==> src/rtl/wb_uart_rx.sv <==
// wb_uart_rx: 8N1 serial receiver. Received bytes are buffered in a FIFO
// and read back through a single-cycle Wishbone responder.
// Registers: 0 RXDATA (read pops), 1 STATUS (W1C on the error bits),
// 2 CTRL (irq enable), 3 reserved.
module wb_uart_rx #(
    parameter int CLKS_PER_BIT = 868,
    parameter int FIFO_DEPTH   = 16
) (
    input  logic        i_wb_clk,
    input  logic        i_wb_rst,
    input  logic [31:0] i_wb_adr,
    input  logic [31:0] i_wb_dat,
    input  logic [3:0]  i_wb_sel,
    input  logic        i_wb_we,
    input  logic        i_wb_cyc,
    input  logic        i_wb_stb,
    output logic [31:0] o_wb_rdt,
    output logic        o_wb_ack,
    input  logic        i_rx,
    output logic        o_irq
);

    localparam int CW = $clog2(CLKS_PER_BIT);
    localparam int AW = $clog2(FIFO_DEPTH);

    localparam logic [CW-1:0] BIT_LAST  = CW'(CLKS_PER_BIT - 1);
    localparam logic [CW-1:0] HALF_LAST = CW'(CLKS_PER_BIT / 2 - 1);
    localparam logic [AW:0]   FULL_CNT  = (AW + 1)'(FIFO_DEPTH);

    localparam logic [2:0] ST_IDLE  = 3'd0;
    localparam logic [2:0] ST_START = 3'd1;
    localparam logic [2:0] ST_DATA  = 3'd2;
    localparam logic [2:0] ST_STOP  = 3'd3;
    localparam logic [2:0] ST_BREAK = 3'd4;

    logic          rx_meta;
    logic          rx_s;
    logic [2:0]    rx_state;
    logic [CW-1:0] bit_cnt;
    logic [2:0]    bit_idx;
    logic [7:0]    rx_shift;

    logic [7:0]    fifo_mem [FIFO_DEPTH];
    logic [AW-1:0] wr_ptr;
    logic [AW-1:0] rd_ptr;
    logic [AW:0]   fifo_count;

    logic          overrun;
    logic          frame_err;
    logic          irq_en;

    logic          stop_tick;
    logic          rx_push;
    logic          frame_set;
    logic          bus_req;
    logic [1:0]    reg_sel;
    logic          rd_pop;
    logic          do_push;
    logic          overrun_set;
    logic          status_w1c;
    logic          not_empty;
    logic          full;
    logic [31:0]   rd_mux;

    // Byte-select, unused address bits and unused write-data bits carry no meaning here.
    logic unused_inputs;
    assign unused_inputs = ^{i_wb_sel, i_wb_adr[31:4], i_wb_adr[1:0],
                             i_wb_dat[31:4], i_wb_dat[1]};

    // Two-flop synchroniser; resets to the idle-high line level so reset
    // release never looks like a start bit.
    always_ff @(posedge i_wb_clk) begin
        if (i_wb_rst) begin
            rx_meta <= 1'b1;
            rx_s    <= 1'b1;
        end else begin
            rx_meta <= i_rx;
            rx_s    <= rx_meta;
        end
    end

    // Receiver FSM: start bit is qualified at its midpoint, after which every
    // later sample lands one full bit period on, i.e. mid-bit.
    always_ff @(posedge i_wb_clk) begin
        if (i_wb_rst) begin
            rx_state <= ST_IDLE;
            bit_cnt  <= '0;
            bit_idx  <= '0;
            rx_shift <= '0;
        end else begin
            case (rx_state)
                ST_IDLE: begin
                    if (!rx_s) begin
                        rx_state <= ST_START;
                        bit_cnt  <= '0;
                    end
                end
                ST_START: begin
                    if (bit_cnt == HALF_LAST) begin
                        bit_cnt  <= '0;
                        bit_idx  <= '0;
                        rx_state <= rx_s ? ST_IDLE : ST_DATA;
                    end else begin
                        bit_cnt <= bit_cnt + 1'b1;
                    end
                end
                ST_DATA: begin
                    if (bit_cnt == BIT_LAST) begin
                        bit_cnt           <= '0;
                        rx_shift[bit_idx] <= rx_s;
                        if (bit_idx == 3'd7) begin
                            rx_state <= ST_STOP;
                        end else begin
                            bit_idx <= bit_idx + 1'b1;
                        end
                    end else begin
                        bit_cnt <= bit_cnt + 1'b1;
                    end
                end
                ST_STOP: begin
                    if (bit_cnt == BIT_LAST) begin
                        bit_cnt  <= '0;
                        rx_state <= rx_s ? ST_IDLE : ST_BREAK;
                    end else begin
                        bit_cnt <= bit_cnt + 1'b1;
                    end
                end
                ST_BREAK: begin
                    if (rx_s) begin
                        rx_state <= ST_IDLE;
                    end
                end
                default: rx_state <= ST_IDLE;
            endcase
        end
    end

    // Stop-bit sample: a high stop bit delivers the byte, a low one is a framing error.
    assign stop_tick = (rx_state == ST_STOP) && (bit_cnt == BIT_LAST);
    assign rx_push   = stop_tick && rx_s;
    assign frame_set = stop_tick && !rx_s;

    // Wishbone handshake: a request is cyc & stb while no ack is outstanding;
    // it is accepted on that clock edge and completed by a one-cycle ack on
    // the next cycle, with rdt valid only while ack is high. A read of RXDATA
    // pops at the accepting edge, so rdt carries the pre-pop head.
    assign bus_req    = i_wb_cyc && i_wb_stb && !o_wb_ack;
    assign reg_sel    = i_wb_adr[3:2];
    assign not_empty  = (fifo_count != '0);
    assign full       = (fifo_count == FULL_CNT);
    assign rd_pop     = bus_req && !i_wb_we && (reg_sel == 2'd0) && not_empty;
    assign do_push    = rx_push && (!full || rd_pop);
    assign overrun_set = rx_push && full && !rd_pop;
    assign status_w1c = bus_req && i_wb_we && (reg_sel == 2'd1);

    // FIFO storage; no reset needed since count gates every read.
    always_ff @(posedge i_wb_clk) begin
        if (do_push) begin
            fifo_mem[wr_ptr] <= rx_shift;
        end
    end

    // FIFO pointers and occupancy; simultaneous push and pop leave count unchanged.
    always_ff @(posedge i_wb_clk) begin
        if (i_wb_rst) begin
            wr_ptr     <= '0;
            rd_ptr     <= '0;
            fifo_count <= '0;
        end else begin
            if (do_push) begin
                wr_ptr <= wr_ptr + 1'b1;
            end
            if (rd_pop) begin
                rd_ptr <= rd_ptr + 1'b1;
            end
            case ({do_push, rd_pop})
                2'b10:   fifo_count <= fifo_count + 1'b1;
                2'b01:   fifo_count <= fifo_count - 1'b1;
                default: fifo_count <= fifo_count;
            endcase
        end
    end

    // Sticky error flags and control; a set event wins over a same-cycle clear.
    always_ff @(posedge i_wb_clk) begin
        if (i_wb_rst) begin
            overrun   <= 1'b0;
            frame_err <= 1'b0;
            irq_en    <= 1'b0;
        end else begin
            overrun   <= (overrun && !(status_w1c && i_wb_dat[2])) || overrun_set;
            frame_err <= (frame_err && !(status_w1c && i_wb_dat[3])) || frame_set;
            if (bus_req && i_wb_we && (reg_sel == 2'd2)) begin
                irq_en <= i_wb_dat[0];
            end
        end
    end

    // Read data mux over the current (pre-edge) register state.
    always_comb begin
        rd_mux = '0;
        case (reg_sel)
            2'd0: begin
                if (not_empty) begin
                    rd_mux[7:0] = fifo_mem[rd_ptr];
                end
            end
            2'd1: begin
                rd_mux[0]     = not_empty;
                rd_mux[1]     = full;
                rd_mux[2]     = overrun;
                rd_mux[3]     = frame_err;
                rd_mux[24:16] = 9'(fifo_count);
            end
            2'd2: begin
                rd_mux[0] = irq_en;
            end
            default: rd_mux = '0;
        endcase
    end

    // Registered bus response and level interrupt.
    always_ff @(posedge i_wb_clk) begin
        if (i_wb_rst) begin
            o_wb_ack <= 1'b0;
            o_wb_rdt <= '0;
            o_irq    <= 1'b0;
        end else begin
            o_wb_ack <= bus_req;
            o_wb_rdt <= (bus_req && !i_wb_we) ? rd_mux : 32'h0;
            o_irq    <= irq_en && not_empty;
        end
    end

endmodule

==> config.mk <==
export PLATFORM = sky130hd
export DESIGN_NAME = wb_uart_rx
export DESIGN_NICKNAME = d
export VERILOG_FILES = /design/src/rtl/wb_uart_rx.sv
export SDC_FILE = /design/constraint.sdc
export NUM_CORES = 1
export LEC_CHECK = 0
export ABC_AREA = 1
export BUFFER_PORTS_ARGS = -buffer_cell sky130_fd_sc_hd__buf_2
export CELL_PAD_IN_SITES_DETAIL_PLACEMENT = 0
export CELL_PAD_IN_SITES_GLOBAL_PLACEMENT = 1
export CORE_MARGIN = 2
export CORE_UTILIZATION = 45
export CTS_BUF_LIST = sky130_fd_sc_hd__clkbuf_16
export DETAILED_ROUTE_END_ITERATION = 10
export GPL_TIMING_DRIVEN = 0
export HOLD_SLACK_MARGIN = 0.08
export PLACE_DENSITY_LB_ADDON = 0.1
export SYNTH_ARGS = -nofsm -noshare
export SYNTH_HDL_FRONTEND = slang
export SYNTH_SLANG_ARGS = --single-unit
==> constraint.sdc <==
create_clock -name i_wb_clk -period 3.2 [get_ports i_wb_clk]
set_input_delay 0.32 -clock i_wb_clk [delete_from_list [all_inputs] [get_ports i_wb_clk]]
set_output_delay 0.32 -clock i_wb_clk [all_outputs]
set_load 0.1 [all_outputs]
# Word level (Yosys, flattened, before mapping)
# Memory sizes are Yosys's and may differ from the RTL's. A register that Yosys moved wholly into a read port is not among the register bits.
# Index checks and enable logic that the tools add are counted.
# Widths: inputs -> output; s select.
[word_totals]
regBits = 76
mem_bits_rw = 128
input_bits = 74
out_inout_bits = 34
word_cells = 122
mem_count = 1
[memory_table]
columns = ["name", "words", "width", "read_ports", "rd_clocked_by_memory_dff", "write_ports", "line", "source"]
rows = [
  ["fifo_mem", 16, 8, 1, 1, 1, "43", "logic [7:0] fifo_mem [FIFO_DEPTH];"],
]
[op_classes]
n_addsub = 6
order_cmp = 2
n_eq_ne = 19
muxes = 28
bitwise_logic = 4
reduce_logical = 44
[op_table]
columns = ["op", "count"]
rows = [
  ["$mux 10", 3],
  ["$mux 3", 10],
  ["$pmux 10 s3", 1],
  ["$logic_and 1x1->1", 20],
  ["$pmux 3 s5", 1],
  ["$ne 2x2->1 const B", 7],
  ["$mux 4", 3],
  ["$pmux 3 s2", 2],
  ["$add 10x1->10 const B", 1],
  ["$eq 10x10->1 const B", 1],
  ["$eq 10x9->1 const B", 1],
  ["$pmux 5 s2", 1],
  ["$add 4x1->4 const B", 2],
  ["$bwmux 8", 1],
  ["$logic_not 1->1", 7],
  ["$eq 3x2->1 const B", 2],
  ["$eq 3x3->1 const B", 2],
  ["$reduce_and 6->1", 1],
  ["$add 5x1->5 const B", 1],
  ["$eq 5x5->1 const B", 1],
  ["$reduce_bool 5->1", 1],
  ["$sub 5x1->5 const B", 1],
  ["$eq 2x1->1 const B", 2],
  ["$eq 2x2->1 const B", 2],
  ["19 further kinds", 29],
]

# Depth between registers and ports, before layout
# Gate-level depths: netlist (run 1).
[logic_depth]
word_depth = 9
ltp_mapped = 17
depth_no_buf = 17

# Least setup slack after synthesis (run 1)
# Ideal clock, no wire load.
[synth_timing]
path_type = "reg2reg"
startpoint = "register o_wb_ack"
endpoint = "register fifo_count[4]"
setup_ps = 115
arrival_time_ps = 2520
required_ps = 3085
setup_slack_ps = 565
stages_incl_launch_ff = 16
n_path_buf = 0
period_less_slack_ps = 2635
path_cell_list = "dfxtp_1 -> nand3b_1 -> nor2_1 -> nand3_2 -> inv_2 -> nand2_4 -> inv_1 -> fa_1 -> nand2_1 -> nand2_1 -> a21oi_1 -> nand2_1 -> nand2_1 -> nand3_1 -> nand2_1 -> nor2_1"
[synth_between]
elab_chain_len = 9
word_cells_on_any_way = 11
classes_between = "2 x eq/ne; 1 x mux; 8 x reduce/logical"
[synth_lines]
columns = ["element", "line", "source"]
rows = [
  ["from (decl)", "18", "output logic o_wb_ack,"],
  ["from (signal assigned)", "229", "o_wb_ack <= bus_req;"],
  ["$logic_not 1->1 (*)", "147", "assign bus_req = i_wb_cyc && i_wb_stb && !o_wb_ack;"],
  ["$logic_and 1x1->1 (*)", "147", ""],
  ["$logic_and 1x1->1 (*) (3 in a row)", "151", "assign rd_pop = bus_req && !i_wb_we && (reg_sel == 2'd0) && not_empty;"],
  ["$logic_or 1x1->1", "152", "assign do_push = rx_push && (!full || rd_pop);"],
  ["$logic_and 1x1->1", "152", ""],
  ["$eq 2x1->1 or $eq 2x2->1 (tied branches)", "176", "case ({do_push, rd_pop})"],
  ["$pmux 5 s2 or $reduce_bool 2->1 (tied branches)", "--", ""],
  ["to (signal assigned)", "177", "2'b10: fifo_count <= fifo_count + 1'b1;"],
  ["to (signal assigned)", "178", "2'b01: fifo_count <= fifo_count - 1'b1;"],
  ["to (signal assigned)", "179", "default: fifo_count <= fifo_count;"],
  ["to (decl)", "46", "logic [AW:0] fifo_count;"],
]
# Mark *: on every way between the ends. The rest lies on a longest branch, timed or not.
# A chain may end at the register's enable or synchronous reset.

# Final worst setup path (run 1)
[layout_timing]
startpoint = "register bit_cnt[0]"
endpoint = "memory fifo_mem[12][3], enable pin"
[layout_between]
elab_chain_len = 6
[layout_lines]
columns = ["element", "line", "source"]
rows = [
  ["from (decl)", "39", "logic [CW-1:0] bit_cnt;"],
  ["from (signal assigned)", "104", "bit_cnt <= bit_cnt + 1'b1;"],
  ["from (signal assigned)", "117", "bit_cnt <= bit_cnt + 1'b1;"],
  ["from (signal assigned)", "125", "bit_cnt <= bit_cnt + 1'b1;"],
  ["$eq 10x10->1", "139", "assign stop_tick = (rx_state == ST_STOP) && (bit_cnt == BIT_LAST);"],
  ["$logic_and 1x1->1", "139", ""],
  ["$logic_and 1x1->1", "140", "assign rx_push = stop_tick && rx_s;"],
  ["$logic_and 1x1->1", "152", ""],
  ["$mux 1", "158", "if (do_push) begin"],
  ["$mux 1 (not written as such)", "159", "fifo_mem[wr_ptr] <= rx_shift;"],
  ["to (decl)", "43", ""],
]
# No other way between the ends.

==> results of run 1 <==
-- power by group through the flow --
stage	registers [mW]	clock network, mW	logic [mW]
after floorplan	2.70	0	0.406
after global placement	2.70	0	0.487
after detailed placement	2.70	0	0.491
after CTS	2.65	2.23	0.493
after global routing	2.65	2.33	0.561
final	2.65	2.20	0.492
-- worst paths after layout --
kind / from / end / slack, ps
worst min-delay path: i_wb_dat[0] / irq_en$_SDFFE_PP0P_ / 160
worst max register to register: bit_cnt[0]$_SDFFE_PP0P_ / fifo_mem[12][3]$_DFFE_PP_ / 620
worst min register to register: rx_meta$_SDFF_PP1_ / rx_s$_SDFF_PP1_ / 410
worst max-delay path: bit_cnt[0]$_SDFFE_PP0P_ / fifo_mem[12][3]$_DFFE_PP_ / 620
-- per-layer routing --
| metal | vias up | routed length (µm) |
|---|---|---|
| met1 | 2817 | 8640 |
| met4 | 0 | 360 |
| met5 | - | 0 |
| met3 | 25 | 894 |
| met2 | 156 | 9630 |
| li1 | 2931 | - |
-- cells in the final DEF (no fill, tap or decap), types with 3 or more instances in the layout --
cell type	netlist	routed
nor2_1	145	145
edfxtp_1	128	128
nand2_1	96	96
o21ai_0	76	76
inv_1	63	64
dfxtp_1	61	61
nand3_1	49	49
buf_2	8	33
a21oi_1	32	32
buf_4	27	27
conb_1	1	19
clkbuf_16	0	17
o22ai_1	16	16
inv_2	12	12
nor3_1	12	12
clkbuf_1	12	12
ha_1	12	12
nand4_1	11	11
o211ai_1	11	11
nand2_2	9	9
nand3_2	6	6
and3_1	6	6
nor2_2	5	5
or2_2	4	4
inv_6	0	4
nor2_4	3	3
nor3_2	3	3
bufinv_16	0	3
-- layout make-up --
class | instances | area, µm²
Buffer | 50 | 302
Clock buffer | 17 | 425
Clock inverter | 15 | 185
Fill cell | 1656 | 8650
Inverter | 77 | 290
Multi-Input combinational cell | 532 | 2690
Sequential cell | 189 | 5060
Tap cell | 229 | 287
Timing Repair Buffer | 26 | 135
-- state kept, by name, indices dropped and copies added (netlist names), 3 cells and up, named ones only --
name	count
rd_ptr	4
fifo_mem	128
rx_state	3
fifo_count	5
bit_idx	3
bit_cnt	10
o_wb_rdt	13
rx_shift	8
wr_ptr	4
-- worst register-to-register path, delay by kind of cell (launching register included) --
kind / cells / cell delay [ps]
fa+ha+maj: 1 / 240
buf+inv: 1 / 140
flops: 1 / 410
simple gates: 6 / 1420
-- cells by family (layout without fill, tap and decap cells) --
group | after synthesis | after routing | synth area share
DFF | 189 | 189 | 0.612
xor gates and xnor gates | 3 | 3 | 0.00318
adders and majority gates | 13 | 13 | 0.0206
buffers and inverters | 127 | 185 | 0.0715
other | 1 | 19 | 0.000453
and+or+nand+nor | 358 | 358 | 0.202
AOI/OAI and AO/OA | 139 | 139 | 0.0907
-- metrics by stage --
stage	instance area, µm²	setup slack, ps	hold WS, ps	total power [mW]
2_1_floorplan	8340	565	389	3.10
3_3_place_gp	8760	636	400	3.19
3_5_place_dp	8760	594	393	3.19
4_1_cts	9380	580	147	5.37
5_1_grt	9380	382	178	5.54
6_report	9380	618	159	5.34
-- repair_timing --
action,CTS,global route
setup endpoints to repair,0,0
hold endpoints to repair,1,0
hold buffers,1,0
==> out/metrics.cfg, run 1 <==
[sta]
finalSetupViolCount=0
timing.fmax_mhz=387
finalHoldViolCount=0
post-route-period-util=0.807
period_needed_ps=2580
rsz0062_at_grt=no
drv_slew=0
clock_skew_ps=11.2
slew_headroom=0.308
worst_pin_slew_ps=1030
tns_ps=0

[grt]
grt_max_degree=18
antenna_found_initial=0
grt-ovfl-total=0
grt_pass1_wl_mm=30.9
grtUsageMet3=0.0420
met1_usage=0.267
grt_pass1_vias=5774
grt.met2_usage=0.351
gr-usage-all-layers=0.206
globalRoute.busiestLayer=met2

[cts]
clk_pin_slew_worst_paths_ps=70
cts-root-buf=clkbuf_16
cts_setup_buffers=0
clk_path_buf_depth=2
cts_made_buffers=17
cts_tree=yes
cts_resized=0
clk_latency_ps=430
cts.sinks=189
htreeDepth=4

[synthesis]
netlist_instances=830
avgSynthCellArea_um2=9.97
synth_edf_count=128
yosys_most_used_dff=edfxtp_1
synthTopCellsByArea=edfxtp_1, dfxtp_1, nor2_1, o21ai_0, nand2_1
synth_top_area_frac=0.464
synthArstFlopShare=0
syn_area_um2=8280
yosysTopAreaCell=edfxtp_1
synth.top_cells.by_count=nor2_1, edfxtp_1, nand2_1, o21ai_0, inv_1
yosysMostFrequentCell=nor2_1
synth.distinct_cells=40
synth_seq_area_share=0.612
ys_ff_latch=189
synth_warnings=0

[pwr]
power_frac_seq=0.496
p_per_area_nw_per_um2=570
power_frac_clock=0.412
combPwrFrac=0.092
ir_drop_mv=0.401
switching_share=0.255
power_switching_mw=1.36
p_int_mw=3.98
power.leakage_nw=3.75

[finish]
layout-drive-gt1-share=0.157
finalNonFillerCells=1135
final_util=0.520
antenna_cells=0
syn_to_final_growth_pct=13.3
fin_nets=980

[detailed_routing]
initialDrtViolationCount=377
drtPass1Iterations=7
finalWirelength_mm=19.5
vias_per_cell=5.22
ant_nets=0
wire_per_inst_um=17.2
drc=0
via_count=5929

[floorplanning]
rows=49
dieWidth_um=140
die_y_um=140
initial_core_util=0.459
design.die.area_um2=19500
core_um2=18000
ioPinCount=108

[critical_path]
cp_num_cells=8
critical_path_arrival_ps=2630
path_cells=ha_1 > nand3_2 > nand3b_4 > nor3_2 > nand2_1 > inv_2 > nand2_2 > nor2_1
ff2ff_path_depth=8
critical_path_buf_inv_count=1
slowest_stage=nor2_1
worst-path-max-fanout=8
start_kind=flip-flop
end_kind=flip-flop
critical_path.max_stage_delay_ps=780
required_ps=3250
critical_path_class=flip-flop to flip-flop
critPathTopFamily=simple AND/OR/NAND/NOR gates

[run_status]
status=complete, no violations

[job]
max-cap-violations=0

[min_path]
min_path_type=input pin to flip-flop
hold_depth=3

[placement]
place.gp.congestion=0.855
place_inst=1102
dpl.hpwl_mm=13.7
portBuffers=25

No activity file was read; power rests on OpenSTA's default activity.
==> inputs of run 2 (changes only) <==
==> constraint.sdc (replaced) <==
create_clock -name i_wb_clk -period 2.6 [get_ports i_wb_clk]
set_input_delay 0.26 -clock i_wb_clk [delete_from_list [all_inputs] [get_ports i_wb_clk]]
set_output_delay 0.26 -clock i_wb_clk [all_outputs]
set_load 0.1 [all_outputs]
==> run 2 against run 1 <==
  * Worst hold slack got worse by 53 ps
  * Sequential power rose by 23%
  * Setup slack got worse by 560 ps
  * Utilization rose by 0.062 points
  * Final area rose by 0.12%
  * Register-to-register slack got worse by 560 ps
  * First-iteration DRC count fell by 0.53%
  * Clock skew fell by 1.7 ps
  * Clock power rose by 18%
  * Critical path type unchanged
  * Highest routed layer unchanged
==> out/metrics.cfg, run 2 (same netlist as run 1, synthesis figures left out) <==
[grt]
grt_pass1_vias=5611  ; -2.8%
grt_max_degree=18  ; unchanged
gr-usage-all-layers=0.207  ; +0.00127
antenna_found_initial=0  ; unchanged
grt_pass1_wl_mm=30.9  ; about the same
grt-ovfl-total=0  ; unchanged

[detailed_routing]
drc=0  ; unchanged
wire_per_inst_um=17.4  ; +1.1%
wl_met2_mm=9.81  ; +1.9%
highest_layer=met4
drtPass1Iterations=5  ; -2
vias_per_cell=5.17  ; -1.1%
route.met3.wl_um=967  ; +8.2%
initialDrtViolationCount=375  ; -0.53%
finalWirelength_mm=19.7  ; +1.1%
ant_nets=0  ; unchanged
via_count=5866  ; -1.1%
route.layer.met1.wl_mm=8.62  ; -0.25%

[pwr]
ir_drop_mv=0.491  ; +22%
power.total_mw=6.47  ; +21%
p_per_area_nw_per_um2=689  ; +21%
power.leakage_nw=3.72  ; -0.60%

[sta]
slew_headroom=0.301  ; -0.00686
clock_skew_ps=9.50  ; -1.68 ps
timing.fmax_mhz=394  ; +1.6%
finalSetupViolCount=0  ; unchanged
rsz0062_at_grt=yes
tns_ps=0  ; unchanged
finalHoldViolCount=0  ; unchanged
worst_pin_slew_ps=1040  ; +10.3 ps
period_needed_ps=2540  ; -41.3 ps
post-route-period-util=0.977  ; +0.170
drv_slew=0  ; unchanged
setup_ws_ps=59.3  ; -559 ps

[critical_path]
slowest_stage=nor2_1
start_kind=flip-flop
path_cells=ha_2 > nand3_2 > nand3b_4 > nor3_2 > nand2_1 > inv_2 > nand2_2 > nor2_1
worst-path-max-fanout=8  ; unchanged
critPathTopFamily=simple AND/OR/NAND/NOR gates
critical_path_arrival_ps=2590  ; -40 ps
critical_path_class=flip-flop to flip-flop
required_ps=2650  ; -600 ps
end_kind=flip-flop
critical_path.max_stage_delay_ps=800  ; +20 ps
critical_path_buf_inv_count=1  ; unchanged

[run_status]
status=complete, no violations

[cts]
cts_tree=yes
clk_path_buf_depth=2  ; unchanged
clk_latency_ps=430  ; about the same
cts-root-buf=clkbuf_16
htreeDepth=4  ; unchanged
cts_made_buffers=17  ; unchanged
clk_pin_slew_worst_paths_ps=70  ; about the same
cts.sinks=189  ; unchanged

[finish]
reg_top3=fifo_mem (128), o_wb_rdt (13), bit_cnt (10)
largest_reg_flops=128  ; unchanged
multi_input_area_um2=2720  ; +1.3%
antenna_cells=0  ; unchanged
layout_common_cells=nor2_1, edfxtp_1, nand2_1
layout_commonest_cell=nor2_1
syn_to_final_growth_pct=13.4
fillers=1667  ; +0.66%
seqCellArea_um2=5070  ; about the same
fin_nets=980  ; unchanged
final_util=0.521  ; +0.000625
layout-drive-gt1-share=0.175  ; +0.0188
regMostFlops=fifo_mem

[job]
max-cap-violations=0  ; unchanged

[placement]
place.gp.congestion=0.838  ; -2.0%
portBuffers=25  ; unchanged
dpl.hpwl_mm=13.6  ; -0.69%
place_ws_ps=-69.3  ; -663 ps

[floorplanning]
core_um2=18000  ; unchanged
die_y_um=140  ; unchanged
design.die.area_um2=19500  ; unchanged
initial_core_util=0.459  ; unchanged
rows=49  ; unchanged
ioPinCount=108  ; unchanged
dieWidth_um=140  ; unchanged

[min_path]
min_path_type=input pin to flip-flop

## run 2: final timing paths
kind | slack [ps] | cells past startpoint | startpoint | to
max | 60 | 8 | bit_cnt[0]$_SDFFE_PP0P_ | fifo_mem[13][1]$_DFFE_PP_
min | 110 | 3 | i_wb_dat[0] | irq_en$_SDFFE_PP0P_
max reg2reg | 60 | 8 | bit_cnt[0]$_SDFFE_PP0P_ | fifo_mem[13][1]$_DFFE_PP_
min reg2reg | 410 | 1 | rx_meta$_SDFF_PP1_ | rx_s$_SDFF_PP1_
## run 2: power breakdown
| part | switching [mW] | internal (mW) | total, mW |
|---|---|---|---|
| combinational | 0.448 | 0.158 | 0.606 |
| sequential | 0.0513 | 3.21 | 3.26 |
| clock | 1.17 | 1.43 | 2.60 |
## run 2: worst register-to-register path, delay by kind of cell (launching register included)
family                     cells  cell delay [ps]
buffers and inverters          1              140
DFF                            1              370
and+or+nand+nor                6             1430
adders and majority gates      1              220
## run 2: area by class of cell
type | count | share of cell area
Buffer | 50 | 0.0321
Clock buffer | 17 | 0.0453
Clock inverter | 15 | 0.0169
Inverter | 77 | 0.0311
Multi-Input combinational cell | 532 | 0.290
Timing Repair Buffer | 26 | 0.0144
Tap cell | 229 | 0.0305
Sequential cell | 189 | 0.540
## run 2: what timing repair did
item                                    CTS  global route
endpoints found under the setup margin   48            68
setup buffers                             0             0
pin swaps                                 0             0
endpoints found under the hold margin     1             0
resized for setup                         6             9
hold buffers                              1             0
## run 2: metrics by stage
stage	cell area [µm²]	instances	hold WS, ps
2_1_floorplan	8350	848	364
3_3_place_gp	8760	1102	398
3_5_place_dp	8760	1102	398
4_1_cts	9370	1135	93.5
5_1_grt	9390	1135	116
6_report	9390	1135	106
## run 2: metal layers
metal  vias to the layer above  track usage
met5                         -            0
met4                         0       0.0763
met3                        27       0.0341
met2                       171        0.355
met1                      2745        0.267
li1                       2923            -
